[src/rtl/if_pc_redirect.sv]
// Fetch-stage PC generator: sequential advance, branch/jump redirects, stall hold,
// and a pending-redirect buffer that covers cycles where instruction memory is not ready.
module if_pc_redirect #(
  parameter logic [31:0] RESET_PC = 32'h0000_0000
) (
  input  logic        clk,
  input  logic        reset,
  input  logic        stall,
  input  logic        branch_valid,
  input  logic        compareAB,
  input  logic [31:0] branch_target,
  input  logic        jump_valid,
  input  logic [31:0] jump_target,
  input  logic        imem_ready,
  output logic [31:0] pc,
  output logic [31:0] pc_plus4,
  output logic        fetch_valid,
  output logic        flush_ifid,
  output logic        flush_idex,
  output logic [15:0] br_count,
  output logic [15:0] br_taken_count
);

  localparam int unsigned XLEN = 32;
  localparam int unsigned CNTW = 16;
  localparam logic [XLEN-1:0] ALIGN_MASK = ~XLEN'(3);
  localparam logic [CNTW-1:0] CNT_MAX    = {CNTW{1'b1}};

  typedef enum logic {
    RUN  = 1'b0,
    WAIT = 1'b1
  } state_t;

  state_t          state;
  logic [XLEN-1:0] pendTarget;
  logic            pendValid;
  logic            pendIsBranch;

  logic            taken;
  logic [XLEN-1:0] brTarget;
  logic [XLEN-1:0] jmpTarget;
  logic [XLEN-1:0] seqNext;
  logic            brCount;
  logic            brTakenCount;

  // Word-aligned redirect targets and the priority-resolved next PC for a ready fetch.
  assign taken     = branch_valid & compareAB;
  assign brTarget  = branch_target & ALIGN_MASK;
  assign jmpTarget = jump_target & ALIGN_MASK;
  assign pc_plus4  = pc + XLEN'(4);

  always_comb begin
    seqNext = pc_plus4;
    if (taken)           seqNext = brTarget;
    else if (jump_valid) seqNext = jmpTarget;
    else if (stall)      seqNext = pc;
  end

  // Redirects and the wrong-path squash are reported in the cycle they are seen.
  assign flush_ifid  = taken | jump_valid;
  assign flush_idex  = taken;
  assign fetch_valid = reset & imem_ready & ~stall & ~taken & ~jump_valid & ~pendValid;

  assign brCount      = branch_valid & ~stall;
  assign brTakenCount = taken & ~stall;

  always_ff @(posedge clk or negedge reset) begin
    if (!reset) begin
      state        <= RUN;
      pc           <= RESET_PC;
      pendTarget   <= '0;
      pendValid    <= 1'b0;
      pendIsBranch <= 1'b0;
    end else begin
      case (state)
        RUN: begin
          if (imem_ready) begin
            pc <= seqNext;
          end else begin
            if (taken) begin
              pendTarget   <= brTarget;
              pendIsBranch <= 1'b1;
              pendValid    <= 1'b1;
            end else if (jump_valid) begin
              pendTarget   <= jmpTarget;
              pendIsBranch <= 1'b0;
              pendValid    <= 1'b1;
            end
            state <= WAIT;
          end
        end
        WAIT: begin
          if (!imem_ready) begin
            // An older pending branch outranks a younger jump from ID.
            if (taken) begin
              pendTarget   <= brTarget;
              pendIsBranch <= 1'b1;
              pendValid    <= 1'b1;
            end else if (jump_valid && !pendIsBranch) begin
              pendTarget   <= jmpTarget;
              pendIsBranch <= 1'b0;
              pendValid    <= 1'b1;
            end
          end else begin
            if (taken)          pc <= brTarget;
            else if (pendValid) pc <= pendTarget;
            else                pc <= seqNext;
            pendValid    <= 1'b0;
            pendIsBranch <= 1'b0;
            state        <= RUN;
          end
        end
        default: state <= RUN;
      endcase
    end
  end

  // Saturating branch statistics.
  always_ff @(posedge clk or negedge reset) begin
    if (!reset) begin
      br_count       <= '0;
      br_taken_count <= '0;
    end else begin
      if (brCount && br_count != CNT_MAX)
        br_count <= br_count + CNTW'(1);
      if (brTakenCount && br_taken_count != CNT_MAX)
        br_taken_count <= br_taken_count + CNTW'(1);
    end
  end

endmodule

[config.mk]
export PLATFORM = sky130hd
export DESIGN_NAME = if_pc_redirect
export DESIGN_NICKNAME = d
export VERILOG_FILES = /design/src/rtl/if_pc_redirect.sv
export SDC_FILE = /design/constraint.sdc
export NUM_CORES = 1
export LEC_CHECK = 0
export CORE_AREA = 2 2 147 149
export CTS_CLUSTER_DIAMETER = 30
export DETAILED_ROUTE_END_ITERATION = 8
export DIE_AREA = 0 0 149 151
export GPL_TIMING_DRIVEN = 0
export PLACE_DENSITY = 0.55
export REMOVE_ABC_BUFFERS = 1
export SYNTH_ARGS = -nofsm -noshare
export SYNTH_HDL_FRONTEND = slang
export SYNTH_SLANG_ARGS = --single-unit
[constraint.sdc]
create_clock -name clk -period 3.3 [get_ports clk]
set_clock_uncertainty 0.05 [all_clocks]
set_input_delay 0.99 -clock clk [delete_from_list [all_inputs] [get_ports clk]]
set_output_delay 0.99 -clock clk [all_outputs]
set_load 0.01 [all_outputs]
==> summary.txt <==
Post-Synthesis Cells = 748
CTS hold repair buffers = 0
Setup CP Type = input port to output pin
Seq cells post-synth = 97
Clock root cell = clkbuf_16
Fin crit share = 0.977
CTS tree = yes
Tmin final = 3220 ps
Syn Std Cell Area = 6150 um2
Prevailing post-synth register cell = dfrtp_1
Initial antenna violation count = 2
Largest net degree at the start of global routing = 65
Hold Vio Cnt, Final = 0
Synth unique cells = 71
Post-synth EDFFs = 0
# setup viols final = 0
RSZ-0062 raised after global routing = no
I/O Buffers = 165
Post-Layout Cell Count = 1,194
Routed length per instance = 19.6 um
Pre-CTS setup slack = -2380 ps
Slew HR = 0.264
CP max-delay cell = clkdlybuf4s15_2
Final nets = 987
Synthesized area per cell = 8.23 um2
Row count = 53
PD cells = 486 nW/um2
Via count = 6,324
H-tree depth = 3
Worst EP required = 2260 ps
Cell taking the most area after synthesis = dfrtp_1
Share of layout cells above drive strength 1 = 0.142
Data arrival, critical path = 2180 ps
Post-synth ARST share = 1.00
GRT Util Overall = 0.210
IO Pins = 170
Slew Viols, Final = 0
DRT Wirelength = 23,400 um
Register area share after synthesis = 0.394
RD Place Congestion = 0.815
Ranking of synthesized cells by area = dfrtp_1, nand2_1, xnor2_1
# DRC = 0
GR Overflow Total = 0
MaxCap Viol Count = 0
Synth warn = 0
Number of vias per cell = 5.30
Fmax = 310 MHz
Share of the synthesized area in the top cell type = 0.394
Fillers = 2,107
Fin worst setup slack = 76.9 ps
First-pass GRT wire length = 36,200 um
Worst Tran Pin Value = 1100 ps
Detailed-router iteration count before antenna repair = 5
CTS sink cnt = 97
Leakage = 0.00358 uW
Number of global-route vias before repair = 6,165
Crit-path max cell delay = 510 ps
Outcome = finished clean
Worst-Skew Late Latency = 350 ps
Post-DP HPWL = 15,200 um
Initial Util = 0.296
Die area = 22,500 um2
Startpoint Class = input port
Height of the die = 151 um
Detailed router's first-iteration violation count = 348
Final ANT Viol Nets = 0
Maximum VDD drop = 0.315 mV
Core area = 20,800 um2
Maximum fanout along the worst path = 24
# placed instances = 1,134
Clk slew on worst S/H paths = 70 ps
Num CTS Buffers = 9
CP cell instances = clkdlybuf4s15_2 > nor4_4 > buf_2
Synth-to-Final Area Change = 44.0%
Crit. End Element = output pin
Chip width = 149 um
Commonest cells in the synthesized netlist = nand2_1, dfrtp_1, nor2_1, a21oi_1, xnor2_1
Class of the worst hold path = register to register
CTS max path bufs = 2
Count leader, synth = nand2_1
## per-stage QoR
step                instance area (um2)  utilization  power [uW]  hold WS [ps]  setup TNS (ps)
finish                             8860        0.425        4300           444               0
floorplan                          5910            -        2240           449          -47090
CTS                                8820        0.424        4320           454            -170
detailed placement                 7980        0.383        3010           436          -77580
global route                       8860        0.425        4550           474               0
global placement                   7900        0.380        3000           433         -545890
## state kept, by name, summed over array words and instances (netlist names)
name	cells
br_count	16
pendValid	1
br_taken_count	16
pendIsBranch	1
state	1
pc	32
pendTarget	30
## report_power, final
part,internal [uW],total [uW],switching [uW]
combinational,737,1460,726
sequential,1390,1640,251
clock,672,1200,532
## critical path: cells and delay by family
family | cells | cell delay (ps)
and+or+nand+nor | 1 | 460
buffers and inverters | 2 | 700
## final timing paths
path,from,end,slack [ps],cells past startpoint
worst max-delay path,stall,fetch_valid,80,3
worst min-delay path,br_taken_count[13]$_DFFE_PN0P_,br_taken_count[13]$_DFFE_PN0P_,440,1
worst max register to register,state$_DFF_PN0_,pc[29]$_DFFE_PN0P_,870,5
worst min register to register,br_taken_count[13]$_DFFE_PN0P_,br_taken_count[13]$_DFFE_PN0P_,440,1
max in group asynchronous,reset,br_taken_count[8]$_DFFE_PN0P_,1890,2
min in group asynchronous,reset,pendTarget[22]$_DFFE_PN0P_,560,1
## cell usage in the layout, fill, tap and decap left out, drive strengths merged, types with 11 or more instances in the layout
cell,n
a21oi,51
a31oi,36
buf,50
clkbuf,11
clkdlybuf4s50,137
dfrtp,97
dlygate4sd2,15
inv,15
nand2,113
nand3,37
nand4,21
nor2,80
nor3,22
o21ai,26
xnor2,39
xor2,38
## timing repair
item,CTS,global route
cloned,3,0
pin swaps,14,7
hold endpoints to repair,0,0
setup buffers,37,3
endpoints found under the setup margin,95,11
resized for setup,98,17
## metal layers
layer	vias up	track usage	wire length (um)	share of wire
li1	2999	-	-	-
met2	258	0.341	10900	0.47
met1	3039	0.272	9880	0.42
met5	-	0	0	0
met3	28	0.0506	2130	0.091
met4	0	0.0752	478	0.020
## cell families (layout without fill, tap and decap cells)
family | count (synthesis) | count (layout) | share of synthesized area
other cells | 0 | 1 | 0
compound gates | 174 | 174 | 0.180
flops | 97 | 97 | 0.394
xor+xnor | 77 | 77 | 0.110
buf+inv | 70 | 239 | 0.0476
mux | 6 | 6 | 0.0104
fa+ha+maj | 3 | 3 | 0.00610
simple gates | 321 | 322 | 0.252
## area by class of cell
| class | instances | area, um2 | area share |
|---|---|---|---|
| repair inverters | 1 | 8.76 | 0.000989 |
| clock buffers | 9 | 225 | 0.0254 |
| flip-flops and latches | 97 | 2450 | 0.277 |
| diodes | 1 | 2.50 | 0.000282 |
| clock inverters | 7 | 100 | 0.0113 |
| repair buffers | 210 | 2040 | 0.231 |
| inverters | 12 | 63.8 | 0.00720 |
| well taps | 275 | 344 | 0.0388 |
| multi-input cells | 582 | 3620 | 0.408 |
Power figures use the tool's default switching activity.
